**config.mk**
```make
export PLATFORM = sky130hd
export DESIGN_NAME = mem_req_arbiter_flat
export DESIGN_NICKNAME = d
export VERILOG_FILES = /design/src/rtl/mem_req_arbiter_if.sv /design/src/rtl/mem_req_arbiter.sv /design/src/flat_wrapper.sv
export SDC_FILE = /design/constraint.sdc
export NUM_CORES = 1
export LEC_CHECK = 0
export CORE_ASPECT_RATIO = 2
export CORE_MARGIN = 10
export CORE_UTILIZATION = 35
export DETAILED_ROUTE_END_ITERATION = 10
export PLACE_DENSITY = 0.86
export SLEW_MARGIN = 20
export SYNTH_ARGS = -nofsm -noshare
export SYNTH_HDL_FRONTEND = slang
export SYNTH_SLANG_ARGS = --single-unit
```
**constraint.sdc**
```tcl
create_clock -name clk -period 1.6 [get_ports clk]
set_input_delay 0.4 -clock clk [delete_from_list [all_inputs] [get_ports clk]]
set_output_delay 0.4 -clock clk [all_outputs]
set_load 0.05 [all_outputs]
```
**src/rtl/mem_req_arbiter_if.sv**
```systemverilog
`default_nettype none
// ============================================================================
// Module      : mem_req_arbiter_if
// Description : Requester-side and memory-side signal bundle for the
//               round-robin memory request arbiter.
// Revision    : 1.0  initial release
// ============================================================================
interface mem_req_arbiter_if #(
    parameter int WIDTH       = 16,
    parameter int ADDR_WIDTH  = 6,
    parameter int NUM_REQ     = 4,
    parameter int GRANT_WIDTH = (NUM_REQ > 1) ? $clog2(NUM_REQ) : 1
);
    logic [NUM_REQ-1:0]            req_valid;
    logic [NUM_REQ-1:0]            req_wr_rd;
    logic [NUM_REQ*ADDR_WIDTH-1:0] req_addr;
    logic [NUM_REQ*WIDTH-1:0]      req_wdata;
    logic [NUM_REQ-1:0]            req_ready;
    logic [WIDTH-1:0]              req_rdata;
    logic                          req_err;
    logic                          mem_valid;
    logic                          mem_wr_rd;
    logic [ADDR_WIDTH-1:0]         mem_addr;
    logic [WIDTH-1:0]              mem_wdata;
    logic [WIDTH-1:0]              mem_rdata;
    logic                          mem_ready;
    logic                          busy;
    logic [GRANT_WIDTH-1:0]        grant_id;

    // Arbiter view
    modport master (
        input  req_valid, req_wr_rd, req_addr, req_wdata, mem_rdata, mem_ready,
        output req_ready, req_rdata, req_err, mem_valid, mem_wr_rd, mem_addr,
               mem_wdata, busy, grant_id
    );

    // Requester / memory environment view
    modport slave (
        output req_valid, req_wr_rd, req_addr, req_wdata, mem_rdata, mem_ready,
        input  req_ready, req_rdata, req_err, mem_valid, mem_wr_rd, mem_addr,
               mem_wdata, busy, grant_id
    );
endinterface
`default_nettype wire

```
**src/rtl/mem_req_arbiter.sv**
```systemverilog
`default_nettype none
// ============================================================================
// Module      : mem_req_arbiter
// Description : Round-robin arbiter sharing one valid/ready memory port among
//               NUM_REQ requesters, with a watchdog on the memory handshake.
// Revision    : 1.0  initial release
// ============================================================================
module mem_req_arbiter #(
    parameter int WIDTH      = 16,
    parameter int DEPTH      = 64,
    parameter int ADDR_WIDTH = $clog2(DEPTH),
    parameter int NUM_REQ    = 4,
    parameter int TIMEOUT    = 16
) (
    input  wire logic           clk,
    input  wire logic           res,
    mem_req_arbiter_if.master   bus
);

    localparam int c_GW = (NUM_REQ > 1) ? $clog2(NUM_REQ) : 1;
    localparam int c_CW = (TIMEOUT > 1) ? $clog2(TIMEOUT) : 1;
    localparam logic [c_CW-1:0] c_TO_LAST = c_CW'((TIMEOUT > 0) ? TIMEOUT - 1 : 0);
    localparam logic [c_GW-1:0] c_LAST_ID = c_GW'(NUM_REQ - 1);

    typedef enum logic [1:0] {
        S_IDLE = 2'd0,
        S_MEM  = 2'd1,
        S_DONE = 2'd2
    } state_t;

    state_t                  r_state, w_state_nxt;
    logic [c_GW-1:0]         r_rr_ptr, w_rr_ptr_nxt;
    logic [c_CW-1:0]         r_cnt, w_cnt_nxt;
    logic [c_GW-1:0]         r_grant_id, w_grant_id_nxt;
    logic                    r_mem_valid, w_mem_valid_nxt;
    logic                    r_mem_wr_rd, w_mem_wr_rd_nxt;
    logic [ADDR_WIDTH-1:0]   r_mem_addr, w_mem_addr_nxt;
    logic [WIDTH-1:0]        r_mem_wdata, w_mem_wdata_nxt;
    logic [NUM_REQ-1:0]      r_req_ready, w_req_ready_nxt;
    logic [WIDTH-1:0]        r_req_rdata, w_req_rdata_nxt;
    logic                    r_req_err, w_req_err_nxt;
    logic                    r_busy, w_busy_nxt;

    logic [c_GW-1:0]         w_cand [NUM_REQ];
    logic [ADDR_WIDTH-1:0]   w_addr_arr [NUM_REQ];
    logic [WIDTH-1:0]        w_wdata_arr [NUM_REQ];
    logic                    w_found;
    logic [c_GW-1:0]         w_win;
    logic                    w_handshake;
    logic [NUM_REQ-1:0]      w_onehot;

    // Candidate order: rr_ptr, rr_ptr+1, ... wrapping at NUM_REQ-1
    genvar gi;
    generate
        for (gi = 0; gi < NUM_REQ; gi++) begin : g_cand
            assign w_cand[gi]      = c_GW'((int'(r_rr_ptr) + gi) % NUM_REQ);
            assign w_addr_arr[gi]  = bus.req_addr[gi*ADDR_WIDTH +: ADDR_WIDTH];
            assign w_wdata_arr[gi] = bus.req_wdata[gi*WIDTH +: WIDTH];
        end
    endgenerate

    always_comb begin
        w_found = 1'b0;
        w_win   = '0;
        for (int i = 0; i < NUM_REQ; i++) begin
            if (!w_found && bus.req_valid[w_cand[i]]) begin
                w_found = 1'b1;
                w_win   = w_cand[i];
            end
        end
    end

    assign w_handshake = r_mem_valid && bus.mem_ready;
    assign w_onehot    = {{(NUM_REQ-1){1'b0}}, 1'b1} << r_grant_id;

    always_ff @(posedge clk or negedge res) begin
        if (!res) begin
            r_state     <= S_IDLE;
            r_rr_ptr    <= '0;
            r_cnt       <= '0;
            r_grant_id  <= '0;
            r_mem_valid <= 1'b0;
            r_mem_wr_rd <= 1'b0;
            r_mem_addr  <= '0;
            r_mem_wdata <= '0;
            r_req_ready <= '0;
            r_req_rdata <= '0;
            r_req_err   <= 1'b0;
            r_busy      <= 1'b0;
        end else begin
            r_state     <= w_state_nxt;
            r_rr_ptr    <= w_rr_ptr_nxt;
            r_cnt       <= w_cnt_nxt;
            r_grant_id  <= w_grant_id_nxt;
            r_mem_valid <= w_mem_valid_nxt;
            r_mem_wr_rd <= w_mem_wr_rd_nxt;
            r_mem_addr  <= w_mem_addr_nxt;
            r_mem_wdata <= w_mem_wdata_nxt;
            r_req_ready <= w_req_ready_nxt;
            r_req_rdata <= w_req_rdata_nxt;
            r_req_err   <= w_req_err_nxt;
            r_busy      <= w_busy_nxt;
        end
    end

    always_comb begin
        w_state_nxt     = r_state;
        w_rr_ptr_nxt    = r_rr_ptr;
        w_cnt_nxt       = r_cnt;
        w_grant_id_nxt  = r_grant_id;
        w_mem_valid_nxt = r_mem_valid;
        w_mem_wr_rd_nxt = r_mem_wr_rd;
        w_mem_addr_nxt  = r_mem_addr;
        w_mem_wdata_nxt = r_mem_wdata;
        w_req_ready_nxt = '0;
        w_req_rdata_nxt = r_req_rdata;
        w_req_err_nxt   = 1'b0;
        w_busy_nxt      = r_busy;

        case (r_state)
            S_IDLE: begin
                w_cnt_nxt = '0;
                if (w_found) begin
                    w_grant_id_nxt  = w_win;
                    w_mem_valid_nxt = 1'b1;
                    w_mem_wr_rd_nxt = bus.req_wr_rd[w_win];
                    w_mem_addr_nxt  = w_addr_arr[w_win];
                    w_mem_wdata_nxt = w_wdata_arr[w_win];
                    w_busy_nxt      = 1'b1;
                    w_state_nxt     = S_MEM;
                end
            end
            S_MEM: begin
                if (w_handshake) begin
                    w_req_rdata_nxt = r_mem_wr_rd ? '0 : bus.mem_rdata;
                    w_req_ready_nxt = w_onehot;
                    w_mem_valid_nxt = 1'b0;
                    w_state_nxt     = S_DONE;
                end else if ((TIMEOUT != 0) && (r_cnt == c_TO_LAST)) begin
                    // Watchdog abort: complete the requester with an error
                    w_req_rdata_nxt = '0;
                    w_req_err_nxt   = 1'b1;
                    w_req_ready_nxt = w_onehot;
                    w_mem_valid_nxt = 1'b0;
                    w_state_nxt     = S_DONE;
                end else begin
                    w_cnt_nxt = r_cnt + 1'b1;
                end
            end
            S_DONE: begin
                w_rr_ptr_nxt = (r_grant_id == c_LAST_ID) ? '0 : r_grant_id + 1'b1;
                w_cnt_nxt    = '0;
                w_busy_nxt   = 1'b0;
                w_state_nxt  = S_IDLE;
            end
            default: begin
                w_state_nxt = S_IDLE;
            end
        endcase
    end

    assign bus.req_ready = r_req_ready;
    assign bus.req_rdata = r_req_rdata;
    assign bus.req_err   = r_req_err;
    assign bus.mem_valid = r_mem_valid;
    assign bus.mem_wr_rd = r_mem_wr_rd;
    assign bus.mem_addr  = r_mem_addr;
    assign bus.mem_wdata = r_mem_wdata;
    assign bus.busy      = r_busy;
    assign bus.grant_id  = r_grant_id;

endmodule
`default_nettype wire

```
**src/flat_wrapper.sv**
```systemverilog
// flat-port wrapper written by rule: the top's interface ports become plain ports
module mem_req_arbiter_flat 
#(
    parameter int WIDTH      = 16,
    parameter int DEPTH      = 64,
    parameter int ADDR_WIDTH = $clog2(DEPTH),
    parameter int NUM_REQ    = 4,
    parameter int TIMEOUT    = 16
)
  (clk, res, bus_req_valid, bus_req_wr_rd, bus_req_addr, bus_req_wdata, bus_mem_rdata, bus_mem_ready, bus_req_ready, bus_req_rdata, bus_req_err, bus_mem_valid, bus_mem_wr_rd, bus_mem_addr, bus_mem_wdata, bus_busy, bus_grant_id);
  mem_req_arbiter_if #(.WIDTH(WIDTH), .ADDR_WIDTH(ADDR_WIDTH), .NUM_REQ(NUM_REQ)) bus_i ();
  input  wire logic clk;
  input  wire logic res;
  input wire logic [$bits(bus_i.req_valid)-1:0] bus_req_valid;
  input wire logic [$bits(bus_i.req_wr_rd)-1:0] bus_req_wr_rd;
  input wire logic [$bits(bus_i.req_addr)-1:0] bus_req_addr;
  input wire logic [$bits(bus_i.req_wdata)-1:0] bus_req_wdata;
  input wire logic [$bits(bus_i.mem_rdata)-1:0] bus_mem_rdata;
  input wire logic [$bits(bus_i.mem_ready)-1:0] bus_mem_ready;
  output wire logic [$bits(bus_i.req_ready)-1:0] bus_req_ready;
  output wire logic [$bits(bus_i.req_rdata)-1:0] bus_req_rdata;
  output wire logic [$bits(bus_i.req_err)-1:0] bus_req_err;
  output wire logic [$bits(bus_i.mem_valid)-1:0] bus_mem_valid;
  output wire logic [$bits(bus_i.mem_wr_rd)-1:0] bus_mem_wr_rd;
  output wire logic [$bits(bus_i.mem_addr)-1:0] bus_mem_addr;
  output wire logic [$bits(bus_i.mem_wdata)-1:0] bus_mem_wdata;
  output wire logic [$bits(bus_i.busy)-1:0] bus_busy;
  output wire logic [$bits(bus_i.grant_id)-1:0] bus_grant_id;
  assign bus_i.req_valid = bus_req_valid;
  assign bus_i.req_wr_rd = bus_req_wr_rd;
  assign bus_i.req_addr = bus_req_addr;
  assign bus_i.req_wdata = bus_req_wdata;
  assign bus_i.mem_rdata = bus_mem_rdata;
  assign bus_i.mem_ready = bus_mem_ready;
  assign bus_req_ready = bus_i.req_ready;
  assign bus_req_rdata = bus_i.req_rdata;
  assign bus_req_err = bus_i.req_err;
  assign bus_mem_valid = bus_i.mem_valid;
  assign bus_mem_wr_rd = bus_i.mem_wr_rd;
  assign bus_mem_addr = bus_i.mem_addr;
  assign bus_mem_wdata = bus_i.mem_wdata;
  assign bus_busy = bus_i.busy;
  assign bus_grant_id = bus_i.grant_id;
  mem_req_arbiter #(.WIDTH(WIDTH), .DEPTH(DEPTH), .ADDR_WIDTH(ADDR_WIDTH), .NUM_REQ(NUM_REQ), .TIMEOUT(TIMEOUT)) u_core (.clk(clk), .res(res), .bus(bus_i));
endmodule
```
; ---- Word-level counts from Yosys, hierarchy flattened
; Index checks and enable logic that the tools add are counted.
[word_totals]
elab_cells = 98
register_bits = 56
out_inout_bits = 48
in_bits = 115
[op_classes]
n_eq_ne = 8
magnitude_cmp = 6
shifts = 1
reduce_logical = 19
mux = 46
bitwise_logic = 1
add_sub_neg = 5
[op_table]
columns = operator, count
row1 = two-way mux 16 bit, 5
row2 = binary-select mux 16 bit (select 2 bit), 1
row3 = two-way mux 4 bit, 5
row4 = two-way mux 2 bit, 8
row5 = "< comparator 2 x 3 -> 1 bit, second input constant", 5
row6 = two-way mux 1 bit, 15
row7 = binary-select mux 6 bit (select 2 bit), 1
row8 = two-way mux 6 bit, 2
row9 = binary-select mux 1 bit (select 2 bit), 5
row10 = case mux 4 bit (2 select lines), 1
row11 = AND reduction 2 bit, 4
row12 = nonzero test 2 bit, 4
row13 = AND reduction 3 bit, 2
row14 = "adder 2 x 1 -> 2 bit, second input constant", 2
row15 = "adder 2 bit, second input constant", 2
row16 = "adder 4 x 1 -> 4 bit, second input constant", 1
row17 = "equality test 2 bit, second input constant", 2
row18 = "equality test 4 bit, second input constant", 1
row19 = logical AND 1 bit, 4
row20 = "inequality test 2 bit, second input constant", 2
row21 = case mux 1 bit (2 select lines), 2
row22 = case mux 2 bit (2 select lines), 1
row23 = "left shift 1 x 2 -> 4 bit, first input constant", 1
row24 = ">= comparator 3 bit, second input constant", 1
row25 = other kinds (7), 9

; ---- Depth between registers and ports, before layout
; Gate-level depths: netlist of the first run.
[logic_depth]
word_depth = 16
mapped_depth = 8

; ---- Worst setup path after synthesis of the first run
; Ideal clock, no wire load.
[synth_path]
path_kind = register -> register
from = register u_core.r_cnt[0]
to = register u_core.r_req_ready[0] (netlist: u_core.bus.req_ready[0])
t_required_ps = 1481
arrival_time_ps = 1626
path_slack_ps = -145
synth_period_minus_slack_ps = 1745
path_stages_with_launch = 8
cell_sequence = dfrtp_1 ha_1 a32o_1 nand2b_1 clkbuf_1 inv_1 clkbuf_1 and2_1
[synth_between]
elab_chain_len = 4
[synth_rtl]
columns = element, line_no
row1 = start: declaration, mem_req_arbiter.sv:33  ; logic [c_CW-1:0] r_cnt, w_cnt_nxt;
row2 = start signal: assignment, mem_req_arbiter.sv:93  ; r_cnt <= w_cnt_nxt;
row3 = equality test 4 bit, mem_req_arbiter.sv:139  ; end else if ((TIMEOUT != 0) && (r_cnt == c_TO_LAST)) begin
row4 = two-way mux 4 bit, mem_req_arbiter.sv:139
row5 = two-way mux 4 bit, mem_req_arbiter.sv:134  ; if (w_handshake) begin
row6 = two-way mux 4 bit, mem_req_arbiter.sv:120  ; case (r_state)
row7 = via u_core.w_req_ready_nxt[0], mem_req_arbiter.sv:39  ; logic [NUM_REQ-1:0] r_req_ready, w_req_ready_nxt;
row8 = end signal: assignment, mem_req_arbiter.sv:99  ; r_req_ready <= w_req_ready_nxt;
row9 = end: declaration, mem_req_arbiter.sv:39
; The timed path passes the listed nets, and every way through them passes these cells.
; A chain may end at the register's enable or synchronous reset.

; ---- Worst setup path in the final report of the first run
[layout_path]
from = register u_core.r_rr_ptr[0]
to = register u_core.r_mem_addr[2] (netlist: u_core.bus.mem_addr[2])
[layout_between]
elab_chain_len = 16
elab_cells_between_ends = 30
classes_between = add/sub (3) / mux (19) / bitwise (1) / reduce/logical (7)
[layout_rtl]
columns = element, line_no
row1 = start: declaration, mem_req_arbiter.sv:32  ; logic [c_GW-1:0] r_rr_ptr, w_rr_ptr_nxt;
row2 = start signal: assignment, mem_req_arbiter.sv:92  ; r_rr_ptr <= w_rr_ptr_nxt;
row3 = "parallel branches: the longest is 16 deep, another holds adder 2 x 1 -> 2 bit", --
row4 = end signal: assignment, mem_req_arbiter.sv:97  ; r_mem_addr <= w_mem_addr_nxt;
row5 = end: declaration, mem_req_arbiter.sv:37  ; logic [ADDR_WIDTH-1:0] r_mem_addr, w_mem_addr_nxt;
; Several ways; the timed one is not identified. The select of a mux whose other input is x is not followed.

==> flow_metrics.py, run 1 <==
metrics = {
    "status": {
        "outcome": "finished with violations",
        "violations": "setup timing",
    },
    "floorplan": {
        "pin_count": 163,
        "die-area_um2": 12400,
        "die_x_um": 83.7,
        "coreArea_um2": 7940,
        "initial_core_util": 0.358,
        "row_count": 46,
        "dieHeight_um": 147,
    },
    "clocking": {
        "clock_latency_ns": 0.30,
        "cts_tree": "done",
        "cts_root_buf": "clkbuf_16",
        "cts_hold_buffers": 0,
        "h-tree-depth": 2,
        "clk_pin_slew_ns": 0.07,
        "cts_buffers": 5,
        "clock_sinks": 56,
        "clockBufferDepth": 2,
    },
    "finish": {
        "multiInputGateArea_um2": 1550,
        "mostFrequentLayoutCell": "clkdlybuf4s50_1",
        "syn2layout_area_growth_pct": 106,
        "fin_cells": 557,
        "drive_gt1_frac": 0.284,
        "num_antenna_cells": 0,
        "seq_area_um2": 1400,
        "stdcell_area_um2": 5850,
        "fillers": 512,
        "final_cell_mix": "clkdlybuf4s50_1 (109), nand2_1 (63), buf_12 (57)",
        "final_nets": 580,
    },
    "setup_path": {
        "critPathLaunchType": "register",
        "endpoint_kind": "register",
        "r2r_cells": 9,
        "cp.required_ns": 1.76,
        "setup.worst_path.class": "reg -> reg",
        "crit_start": "u_core.r_rr_ptr[0]",
        "r2r_setup_slack_ns": -0.11,
        "worstPathArrival_ns": 1.87,
        "crit_fanout": 5,
        "worst_r2r_endpoint": "u_core.bus.mem_addr[2]",
        "worstReg2RegStart": "u_core.r_rr_ptr[0]",
    },
    "synth": {
        "avgSynthCellArea_um2": 10.3,
        "yosysUniqueCellTypes": 35,
        "yosysWarningCount": 0,
        "synthCells": 275,
        "ys_ff_latch": 56,
        "syn-num-nets": 395,
        "syn_area_um2": 2840,
        "ys_seq_area_frac": 0.493,
    },
    "timing": {
        "timing.fmax_mhz": 584,
        "worst_pin_slew_ns": 0.313,
        "setup-tns-final_ns": -1.84,
        "min_period_ns": 1.71,
        "setup_viol_count_final": 23,
        "maxSlewViolCount": 0,
        "fin_ws_ns": -0.111,
        "relSlewSlack": 0.791,
        "rsz0062_at_grt": "yes",
        "period_share": 1.07,
        "hold_viol_final": 0,
        "worst_clock_skew_ns": 0.00611,
    },
    "place": {
        "place_area_um2": 5220,
        "portBuffers": 162,
        "place_ws_ns": -0.693,
        "place_hpwl_mm": 8.50,
        "dp.cells": 538,
        "gp_congestion": 0.782,
    },
    "route": {
        "routedWlPerCell_um": 20.5,
        "vias_per_cell": 5.14,
        "drt_pass1_iterations": 4,
        "drtIter0Drc": 84,
        "wirelength_mm": 11.4,
        "via_count": 2864,
        "ant_nets": 0,
        "route.detailed.drc": 0,
    },
    "power_and_ir_drop": {
        "p_leak_nw": 2.64,
        "pwr-share-comb": 0.668,
        "p_int_mw": 6.89,
        "seqPwrFrac": 0.227,
        "p_sw_mw": 5.20,
        "ir_drop_mv": 1.51,
        "clockPowerShare": 0.105,
        "powerDensity_nw_per_um2": 2070,
        "switching_share": 0.430,
    },
    "global_routing": {
        "grt_use_total": 0.179,
        "grt_first_pass_wirelength_mm": 17.9,
        "overflow": 0,
        "grt_start_max_net_pins": 57,
        "antenna_found_initial": 0,
        "grt_pass1_vias": 3283,
    },
    "worst_hold_path": {
        "hold_class": "in -> async",
    },
    "flow_run": {
        "drv_cap": 0,
    },
}
per-stage QoR:
step | hold slack (ns) | power (mW) | utilization
2_1_floorplan | 0.104 | 6.13 | -
3_3_place_gp | 0.424 | 9.69 | 0.658
3_5_place_dp | 0.426 | 9.91 | 0.658
4_1_cts | 0.105 | 12.1 | 0.725
5_1_grt | 0.119 | 12.7 | 0.736
6_report | 0.0936 | 12.1 | 0.736
power groups by stage:
stage	sequential, mW	clock, mW	combinational [mW]
floorplan	4.32	0	1.81
global placement	2.71	0	6.98
detailed placement	2.75	0	7.16
CTS	2.75	1.30	8.01
global route	2.82	1.37	8.49
finish	2.75	1.27	8.07
area by class of cell:
class	count	share of cell area
multi-input combinational	197	0.264
clock buffer	5	0.0214
clock inverter	3	0.00813
timing repair buffer	196	0.443
tap	96	0.0205
inverter	4	0.00257
sequential	56	0.240
synth_stat cells:
cell type	instances	share of area
nor2b_1	4	0.0088
xnor2_1	1	0.0031
nand2_1	63	0.083
inv_1	4	0.0053
mux2_2	1	0.0040
xor2_1	2	0.0062
mux2i_1	46	0.16
ha_1	5	0.022
o221ai_1	24	0.074
dfrtp_1	56	0.49
nor2_1	5	0.0066
clkbuf_1	7	0.0092
a21o_1	1	0.0026
nand3_1	17	0.030
or3_1	1	0.0022
nor4_1	1	0.0022
a21boi_0	2	0.0053
o21a_1	1	0.0026
o31ai_1	1	0.0026
a21oi_1	1	0.0018
and2_1	6	0.013
o22ai_1	1	0.0022
buf_1	2	0.0026
o21ai_1	1	0.0018
nand2b_1	3	0.0066
a32o_1	1	0.0035
or2_1	1	0.0022
o21ai_0	4	0.0070
buf_4	3	0.0079
nor3_1	1	0.0018
nor3b_1	1	0.0026
buf_6	3	0.012
buf_2	3	0.0053
o2111ai_1	1	0.0031
nand4_1	1	0.0022
sequential cells by signal, indices dropped and copies added, names as in the netlist, 2 cells and up:
name,cells
u_core.r_cnt,4
u_core.bus.mem_addr,6
u_core.bus.mem_wdata,16
u_core.bus.req_rdata,16
u_core.bus.req_ready,4
u_core.r_state,2
u_core.r_rr_ptr,2
u_core.bus.grant_id,2
how the worst max path moves through the flow:
stage | end | depth (start not counted)
2_1_floorplan | u_core.bus.mem_wdata[10] | 6
3_3_place_gp | u_core.bus.mem_wdata[14] | 7
3_5_place_dp | u_core.bus.mem_wdata[3] | 7
4_1_cts | u_core.bus.mem_wdata[2] | 9
5_1_grt | u_core.bus.mem_wdata[15] | 9
6_report | u_core.bus.mem_addr[2] | 9
kinds of logic (layout without fill, tap and decap cells):
| group | count (synthesis) | count (layout) | share of synthesized area |
|---|---|---|---|
| muxes | 47 | 47 | 0.166 |
| buffers and inverters | 22 | 208 | 0.0422 |
| AOI/OAI and AO/OA | 38 | 38 | 0.106 |
| and+or+nand+nor | 104 | 104 | 0.161 |
| DFF | 56 | 56 | 0.493 |
| adders and majority gates | 5 | 5 | 0.0220 |
| xor gates and xnor gates | 3 | 3 | 0.00924 |
worst max-delay path, stage by stage (launching register included):
cell	delay, ns
dfrtp_1	0.39
buf_6	0.13
nor2b_4	0.04
o21ai_4	0.16
o221ai_4	0.13
buf_12	0.16
buf_12	0.13
clkbuf_16	0.15
mux2i_1	0.15
o221ai_1	0.14
metal layers:
metal / global-route usage / vias up / part of all wire
met4: 0.0842 / 0 / 0.040
met2: 0.336 / 126 / 0.54
met3: 0.0578 / 31 / 0.071
li1: - / 1347 / -
met1: 0.169 / 1360 / 0.34
met5: 0 / - / 0
what timing repair did:
item,4_1_cts,5_1_grt
cloned,5,1
pin swaps,20,7
resized for setup,43,17
setup buffers,6,0
setup endpoints to repair,28,24
Note: power is estimated with default switching activity, not from simulation.
==> run 2: changes to the inputs <==
--- a/config.mk
+++ b/config.mk
@@ -10,6 +10,7 @@
 export CORE_UTILIZATION = 35
 export DETAILED_ROUTE_END_ITERATION = 10
 export PLACE_DENSITY = 0.86
+export SKIP_CTS_REPAIR_TIMING = 1
 export SLEW_MARGIN = 20
 export SYNTH_ARGS = -nofsm -noshare
 export SYNTH_HDL_FRONTEND = slang
==> flow_metrics.py, run 2 (same netlist as run 1, synthesis figures left out) <==
metrics = {
    "status": {
        "outcome": "finished with violations",
        "violations": "setup timing",
    },
    "route": {
        "drt_pass1_iterations": 4,
        "wirelength_mm": 11.6,
        "vias_per_cell": 5.18,
        "route.detailed.drc": 0,
        "via_count": 2893,
        "drtIter0Drc": 92,
        "ant_nets": 0,
        "routedWlPerCell_um": 20.7,
    },
    "floorplan": {
        "dieHeight_um": 147,
        "pin_count": 163,
        "die-area_um2": 12400,
        "coreArea_um2": 7940,
        "row_count": 46,
        "initial_core_util": 0.358,
        "die_x_um": 83.7,
    },
    "global_routing": {
        "globalRouteMet1Util": 0.157,
        "met2_usage": 0.300,
        "use_met3": 0.0589,
        "grt_use_total": 0.165,
        "busiest_layer": "met2",
        "antenna_found_initial": 0,
        "grt_first_pass_wirelength_mm": 16.6,
        "grt_pass1_vias": 3126,
        "grt_start_max_net_pins": 57,
        "overflow": 0,
    },
    "finish": {
        "mostFrequentLayoutCell": "clkdlybuf4s50_1",
        "fillers": 511,
        "drive_gt1_frac": 0.264,
        "final_cell_mix": "clkdlybuf4s50_1 (109), nand2_1 (63), buf_12 (55)",
        "num_antenna_cells": 0,
        "multiInputGateArea_um2": 1500,
        "postLayoutCoreUtil": 0.729,
        "final_nets": 581,
        "fin_cells": 558,
        "syn2layout_area_growth_pct": 104,
        "stdcell_area_um2": 5790,
        "seq_area_um2": 1400,
    },
    "timing": {
        "worst_pin_slew_ns": 0.310,
        "min_period_ns": 1.69,
        "rsz0062_at_grt": "yes",
        "hold_slack_ns": 0.0949,
        "relSlewSlack": 0.793,
        "fin_ws_ns": -0.0861,
        "maxSlewViolCount": 0,
        "period_share": 1.05,
        "setup-tns-final_ns": -1.41,
        "setup_viol_count_final": 23,
        "hold_viol_final": 0,
        "worst_clock_skew_ns": 0.00694,
        "timing.fmax_mhz": 593,
    },
    "setup_path": {
        "r2r_setup_slack_ns": -0.09,
        "worstReg2RegStart": "u_core.r_rr_ptr[0]",
        "crit_chain": "nor2b_2 > a21oi_2 > o221ai_4 > buf_12 > clkbuf_16 > mux2i_1 > o221ai_2",
        "path_buf_inv": 2,
        "setup.worst_path.class": "reg -> reg",
        "r2r_cells": 7,
        "cp.required_ns": 1.77,
        "worstPathArrival_ns": 1.86,
        "endpoint_kind": "register",
        "worst_r2r_endpoint": "u_core.bus.mem_wdata[5]",
        "critPathLaunchType": "register",
        "slowest_stage": "dfrtp_1",
        "crit_family": "compound AO/OA/AOI/OAI gates",
        "max_stage_delay_ns": 0.41,
        "crit_fanout": 6,
    },
    "clocking": {
        "cts_tree": "done",
        "clock_sinks": 56,
        "cts_root_buf": "clkbuf_16",
        "cts_buffers": 5,
        "clock_latency_ns": 0.30,
        "h-tree-depth": 2,
        "clockBufferDepth": 2,
        "clk_pin_slew_ns": 0.08,
    },
    "place": {
        "gp_congestion": 0.782,
        "place_ws_ns": -0.693,
        "place_area_um2": 5220,
        "place_hpwl_mm": 8.50,
        "dp.cells": 538,
        "portBuffers": 162,
    },
    "power_and_ir_drop": {
        "p_leak_nw": 2.67,
        "powerDensity_nw_per_um2": 2060,
        "ir_drop_mv": 1.49,
        "power.total_mw": 11.9,
    },
    "flow_run": {
        "drv_cap": 0,
    },
    "worst_hold_path": {
        "hold_class": "in -> async",
    },
}
run 2: layout make-up:
cell class	count	area share
Timing Repair Buffer	197	0.446
Multi-Input combinational cell	197	0.259
Sequential cell	56	0.242
Clock buffer	5	0.0216
Tap cell	96	0.0207
Clock inverter	3	0.00821
Inverter	4	0.00259
run 2: worst max-delay path by stage:
stage	from	endpoint	slack [ns]	cells after the start
after floorplan	u_core.r_state[0]	u_core.bus.mem_wdata[10]	-0.02	6
after global placement	bus_req_valid[0]	u_core.bus.mem_wdata[14]	-0.65	7
after detailed placement	bus_req_valid[0]	u_core.bus.mem_wdata[3]	-0.69	7
after CTS	bus_req_valid[0]	u_core.bus.mem_wdata[14]	-0.37	7
after global routing	u_core.r_rr_ptr[0]	u_core.bus.mem_addr[1]	-0.18	7
final	u_core.r_rr_ptr[0]	u_core.bus.mem_wdata[5]	-0.09	7
run 2: layer usage:
layer / vias to the layer above / part of all wire
met5: - / 0
met4: 0 / 0.040
met3: 33 / 0.078
met2: 139 / 0.54
met1: 1370 / 0.34
li1: 1351 / -
run 2: power by group:
part	internal (mW)	switching, mW	total, mW
registers	2.05	0.694	2.74
logic	3.96	3.93	7.90
clock network	0.745	0.522	1.27
total	6.76	5.15	11.9
==> run 3: changes to the inputs <==
--- a/config.mk
+++ b/config.mk
@@ -8,8 +8,10 @@
 export CORE_ASPECT_RATIO = 2
 export CORE_MARGIN = 10
 export CORE_UTILIZATION = 35
+export CTS_CLUSTER_SIZE = 14
 export DETAILED_ROUTE_END_ITERATION = 10
 export PLACE_DENSITY = 0.86
+export REMOVE_ABC_BUFFERS = 1
 export SKIP_CTS_REPAIR_TIMING = 1
 export SLEW_MARGIN = 20
 export SYNTH_ARGS = -nofsm -noshare
==> flow_metrics.py, run 3 (same netlist as run 1, synthesis figures left out) <==
metrics = {
    "global_routing": {
        "globalRouteMet1Util": 0.160,
        "use_met3": 0.0484,
        "overflow": 0,
        "grt_start_max_net_pins": 57,
        "grt_pass1_vias": 3143,
        "grt_first_pass_wirelength_mm": 16.9,
        "busiest_layer": "met2",
        "grt_use_total": 0.170,
        "antenna_found_initial": 0,
        "met2_usage": 0.330,
    },
    "place": {
        "place_ws_ns": -0.745,
        "portBuffers": 162,
        "place_hpwl_mm": 8.79,
        "gp_congestion": 0.786,
        "place_area_um2": 5190,
    },
    "setup_path": {
        "slowest_stage": "dfrtp_2",
        "critPathLaunchType": "register",
        "path_common_cell": "buf_12",
        "worstReg2RegStart": "u_core.r_rr_ptr[0]",
        "setup.worst_path.class": "reg -> reg",
        "worstPathArrival_ns": 1.94,
        "path_buf_inv": 2,
        "worst_r2r_endpoint": "u_core.bus.mem_wdata[13]",
        "cp.required_ns": 1.74,
        "r2r_setup_slack_ns": -0.20,
        "crit_fanout": 8,
        "r2r_cells": 7,
        "endpoint_kind": "register",
        "crit_family": "flip-flops",
        "crit_cells": 7,
        "crit_chain": "nor2b_4 > a21oi_4 > o221ai_4 > buf_12 > buf_12 > mux2i_1 > o221ai_1",
        "max_stage_delay_ns": 0.45,
    },
    "finish": {
        "postLayoutCoreUtil": 0.728,
        "drive_gt1_frac": 0.288,
        "fillers": 469,
        "mostFrequentLayoutCell": "clkdlybuf4s50_1",
        "stdcell_area_um2": 5780,
        "syn2layout_area_growth_pct": 103,
        "final_cell_mix": "clkdlybuf4s50_1 (109), nand2_1 (63), dfrtp_1 (55)",
        "multiInputGateArea_um2": 1570,
        "seq_area_um2": 1400,
        "num_antenna_cells": 0,
        "final_nets": 581,
    },
    "timing": {
        "fin_ws_ns": -0.200,
        "maxSlewViolCount": 0,
        "setup_viol_count_final": 23,
        "timing.fmax_mhz": 556,
        "relSlewSlack": 0.785,
        "worst_clock_skew_ns": 0.00866,
        "rsz0062_at_grt": "yes",
        "min_period_ns": 1.80,
        "hold_viol_final": 0,
        "worst_pin_slew_ns": 0.322,
        "period_share": 1.12,
    },
    "clocking": {
        "clock_sinks": 56,
        "clock_latency_ns": 0.30,
        "clockBufferDepth": 2,
        "cts_root_buf": "clkbuf_16",
        "cts_tree": "done",
        "h-tree-depth": 2,
        "cts_buffers": 5,
        "clk_pin_slew_ns": 0.08,
    },
    "route": {
        "via_count": 2986,
        "route.detailed.drc": 0,
        "vias_per_cell": 5.35,
        "ant_nets": 0,
        "drtIter0Drc": 137,
        "routedWlPerCell_um": 23.2,
        "drt_pass1_iterations": 4,
        "wirelength_mm": 12.9,
    },
    "floorplan": {
        "coreArea_um2": 7940,
        "die_x_um": 83.7,
        "row_count": 46,
        "dieHeight_um": 147,
        "pin_count": 163,
        "die-area_um2": 12400,
        "initial_core_util": 0.358,
    },
    "power_and_ir_drop": {
        "powerDensity_nw_per_um2": 2060,
        "p_leak_nw": 2.64,
        "ir_drop_mv": 1.10,
    },
    "status": {
        "violations": "setup timing",
        "outcome": "finished with violations",
    },
    "flow_run": {
        "drv_cap": 0,
    },
    "worst_hold_path": {
        "hold_class": "in -> async",
    },
}
## run 3: routing by layer
metal / share of wire / vias to the layer above
met2: 0.57 / 130
met4: 0.025 / 0
met3: 0.058 / 19
li1: - / 1349
met1: 0.35 / 1488
met5: 0 / -
## run 3: final cells by class
class	instances	area share
tap	96	0.0208
clock inverter	2	0.00173
timing repair buffer	197	0.436
clock buffer	6	0.0240
multi-input combinational	197	0.272
sequential	56	0.243
inverter	4	0.00260
## run 3: worst max path at each step
stage | startpoint | endpoint | slack, ns
after floorplan | bus_req_valid[0] | u_core.bus.mem_addr[3] | -3.07
after global placement | bus_req_valid[0] | u_core.bus.mem_wdata[15] | -0.60
after detailed placement | bus_req_valid[0] | u_core.bus.mem_wdata[3] | -0.75
after CTS | bus_req_valid[0] | u_core.bus.mem_addr[3] | -0.46
after global routing | u_core.r_rr_ptr[0] | u_core.bus.mem_addr[1] | -0.27
final | u_core.r_rr_ptr[0] | u_core.bus.mem_wdata[13] | -0.20
## run 3: power by group
part           total (mW)  switching (mW)  internal, mW
clock network        1.15           0.531         0.620
registers            2.75           0.704          2.05
logic                8.01            4.09          3.92
total                11.9            5.33          6.59
## run 3: metrics by stage
step / hold WS [ns] / setup TNS [ns] / std cells / power, mW
final: 0.0866 / -2.54 / 558 / 11.9
after global placement: 0.424 / -16.64 / 539 / 9.62
after global routing: 0.114 / -4.12 / 558 / 12.4
after CTS: 0.107 / -9.50 / 547 / 11.0
after floorplan: 0.104 / -76.98 / 257 / 6.02
after detailed placement: 0.423 / -20.53 / 539 / 9.84
==> edit (settings of run 1) <==
Take the reset off `r_mem_addr`, `r_mem_wdata` and `r_req_rdata` and load them in a clocked block of their own.
--- a/src/rtl/mem_req_arbiter.sv
+++ b/src/rtl/mem_req_arbiter.sv
@@ -83,6 +83,3 @@
             r_mem_wr_rd <= 1'b0;
-            r_mem_addr  <= '0;
-            r_mem_wdata <= '0;
             r_req_ready <= '0;
-            r_req_rdata <= '0;
             r_req_err   <= 1'b0;
@@ -96,6 +93,3 @@
             r_mem_wr_rd <= w_mem_wr_rd_nxt;
-            r_mem_addr  <= w_mem_addr_nxt;
-            r_mem_wdata <= w_mem_wdata_nxt;
             r_req_ready <= w_req_ready_nxt;
-            r_req_rdata <= w_req_rdata_nxt;
             r_req_err   <= w_req_err_nxt;
@@ -103,2 +97,8 @@
         end
+    end
+
+    always_ff @(posedge clk) begin
+        r_mem_addr  <= w_mem_addr_nxt;
+        r_mem_wdata <= w_mem_wdata_nxt;
+        r_req_rdata <= w_req_rdata_nxt;
     end
Check against the original RTL: not equivalent (Yosys sat finds a counterexample within 4 cycles, from zero or initial values; the reset may be asserted at any time).
==> edit against run 1 <==
- largest power group unchanged
- the run still ends with setup timing left
- wire length decreased by 19%
- setup slack got worse by 110 ps
- synthesized area increased by 2.6%
- worst hold slack improved by 340 ps
- total power decreased by 21%
- global-route usage decreased by 3.9 points
- highest routed layer unchanged
- final area decreased by 4.9%
- critical path depth decreased by 2
- sequential cell count unchanged
==> edit: results <==
metrics = {
    "placed_design": {
        "dp_cells": 486,
        "hpwl_um": 7742,
        "gp_congestion": 0.7768,
        "pre_cts_ws_ps": -621.4,
    },
    "timing": {
        "tightest_slew_ps": 459.4,
        "tns_ps": -3643,
        "fin_ws_ps": -224.5,
        "setup_viol": 23,
        "fin_skew_ps": 4.079,
    },
    "synthesis": {
        "synth_edf_count": 38,
        "syn_area_per_cell_um2": 13.70,
        "synthFlopType": "edfxtp_1",
        "synth.distinct_cells": 36,
        "ys_top_cells_by_count": "mux2i_1, edfxtp_1, and2_1, dfrtp_1, nand2_1",
        "asyncSetResetFlopFracSynth": 0.3214,
        "syn_nets": 333,
        "synthTopCellsByArea": "edfxtp_1, mux2i_1, dfrtp_1, and2_1, buf_12",
    },
    "critical_path": {
        "arrival_ps": 1870,
        "reg2reg_depth": 7,
        "r2r-start": "u_core.r_rr_ptr[1]",
        "crit_slowest_cell": "dfrtp_2",
        "cpLargestDelayFamily": "multiplexers",
        "slowest_delay_ps": 440,
        "path_max_fanout": 6,
    },
    "pwr": {
        "p_comb_frac": 0.602,
        "pwr-share-seq": 0.282,
        "peakVddDrop_mv": 0.8150,
        "p_int_uw": 5772,
        "power.leakage_uw": 0.002320,
    },
    "drt": {
        "routedWlPerCell_um": 18.55,
        "via_per_inst": 4.862,
        "drt-initial-drc-count": 79,
    },
    "finish": {
        "fin_nets": 520,
        "drive_gt1_frac": 0.2494,
        "num-fill-cells": 602,
    },
    "run_status": {
        "status": "finished with violations",
        "failed_checks": "setup timing",
    },
    "global_route": {
        "groute.usage.overall": 0.1403,
        "grt_pass1_vias": 2787,
        "grt_pass1_wl_um": 14280,
        "grt_max_degree": 23,
    },
}
-- edit: cell types whose count changed after synthesis, sizes merged, moves of 3 or more --
cell and delta:
a21oi +4, and2 +19, buf -5, clkbuf -4
dfrtp -38, edfxtp +38, mux2i +23, nand2 -55
nand3 -15, nor2b -3, o221ai -24
-- edit: repair_timing --
item,CTS,global route
setup endpoints to repair,63,47
buffers inserted,3,1
gates cloned,2,0
pin swaps,0,2
gates resized for setup,14,5
hold buffers,0,0
-- edit: logic make-up (layout without fill, tap and decap cells) --
family | after synthesis | after routing | synth area share
muxes | 70 | 70 | 0.2405
buffers and inverters | 15 | 203 | 0.04329
adders and majority gates | 5 | 5 | 0.02143
DFF | 56 | 56 | 0.5452
and+or+nand+nor | 48 | 48 | 0.1003
AOI/OAI and AO/OA | 16 | 16 | 0.04029
xor gates and xnor gates | 3 | 3 | 0.009003
-- edit: cell type report --
class,count,area share
multi-input combinational,142,0.2291
inverter,6,0.004497
clock inverter,3,0.004048
tap,98,0.02204
timing repair buffer,189,0.4313
sequential,56,0.2865
clock buffer,5,0.02249
-- edit: metrics by stage --
| stage | util | hold slack (ps) | instance area, µm² |
|---|---|---|---|
| after floorplan | - | 104.4 | 2935 |
| after global placement | 0.6415 | 542.5 | 5281 |
| after detailed placement | 0.6415 | 559.4 | 5281 |
| after CTS | 0.6758 | 436.3 | 5564 |
| after global routing | 0.6758 | 457.8 | 5564 |
| final | 0.6758 | 435.4 | 5564 |
-- edit: per-layer routing --
metal  GRT usage  share of wire  vias up
met2      0.2489           0.53      136
met3     0.06072          0.097       17
met5           0              0        -
met1      0.1393           0.35     1124
met4     0.05464          0.025        0
li1            -              -     1149
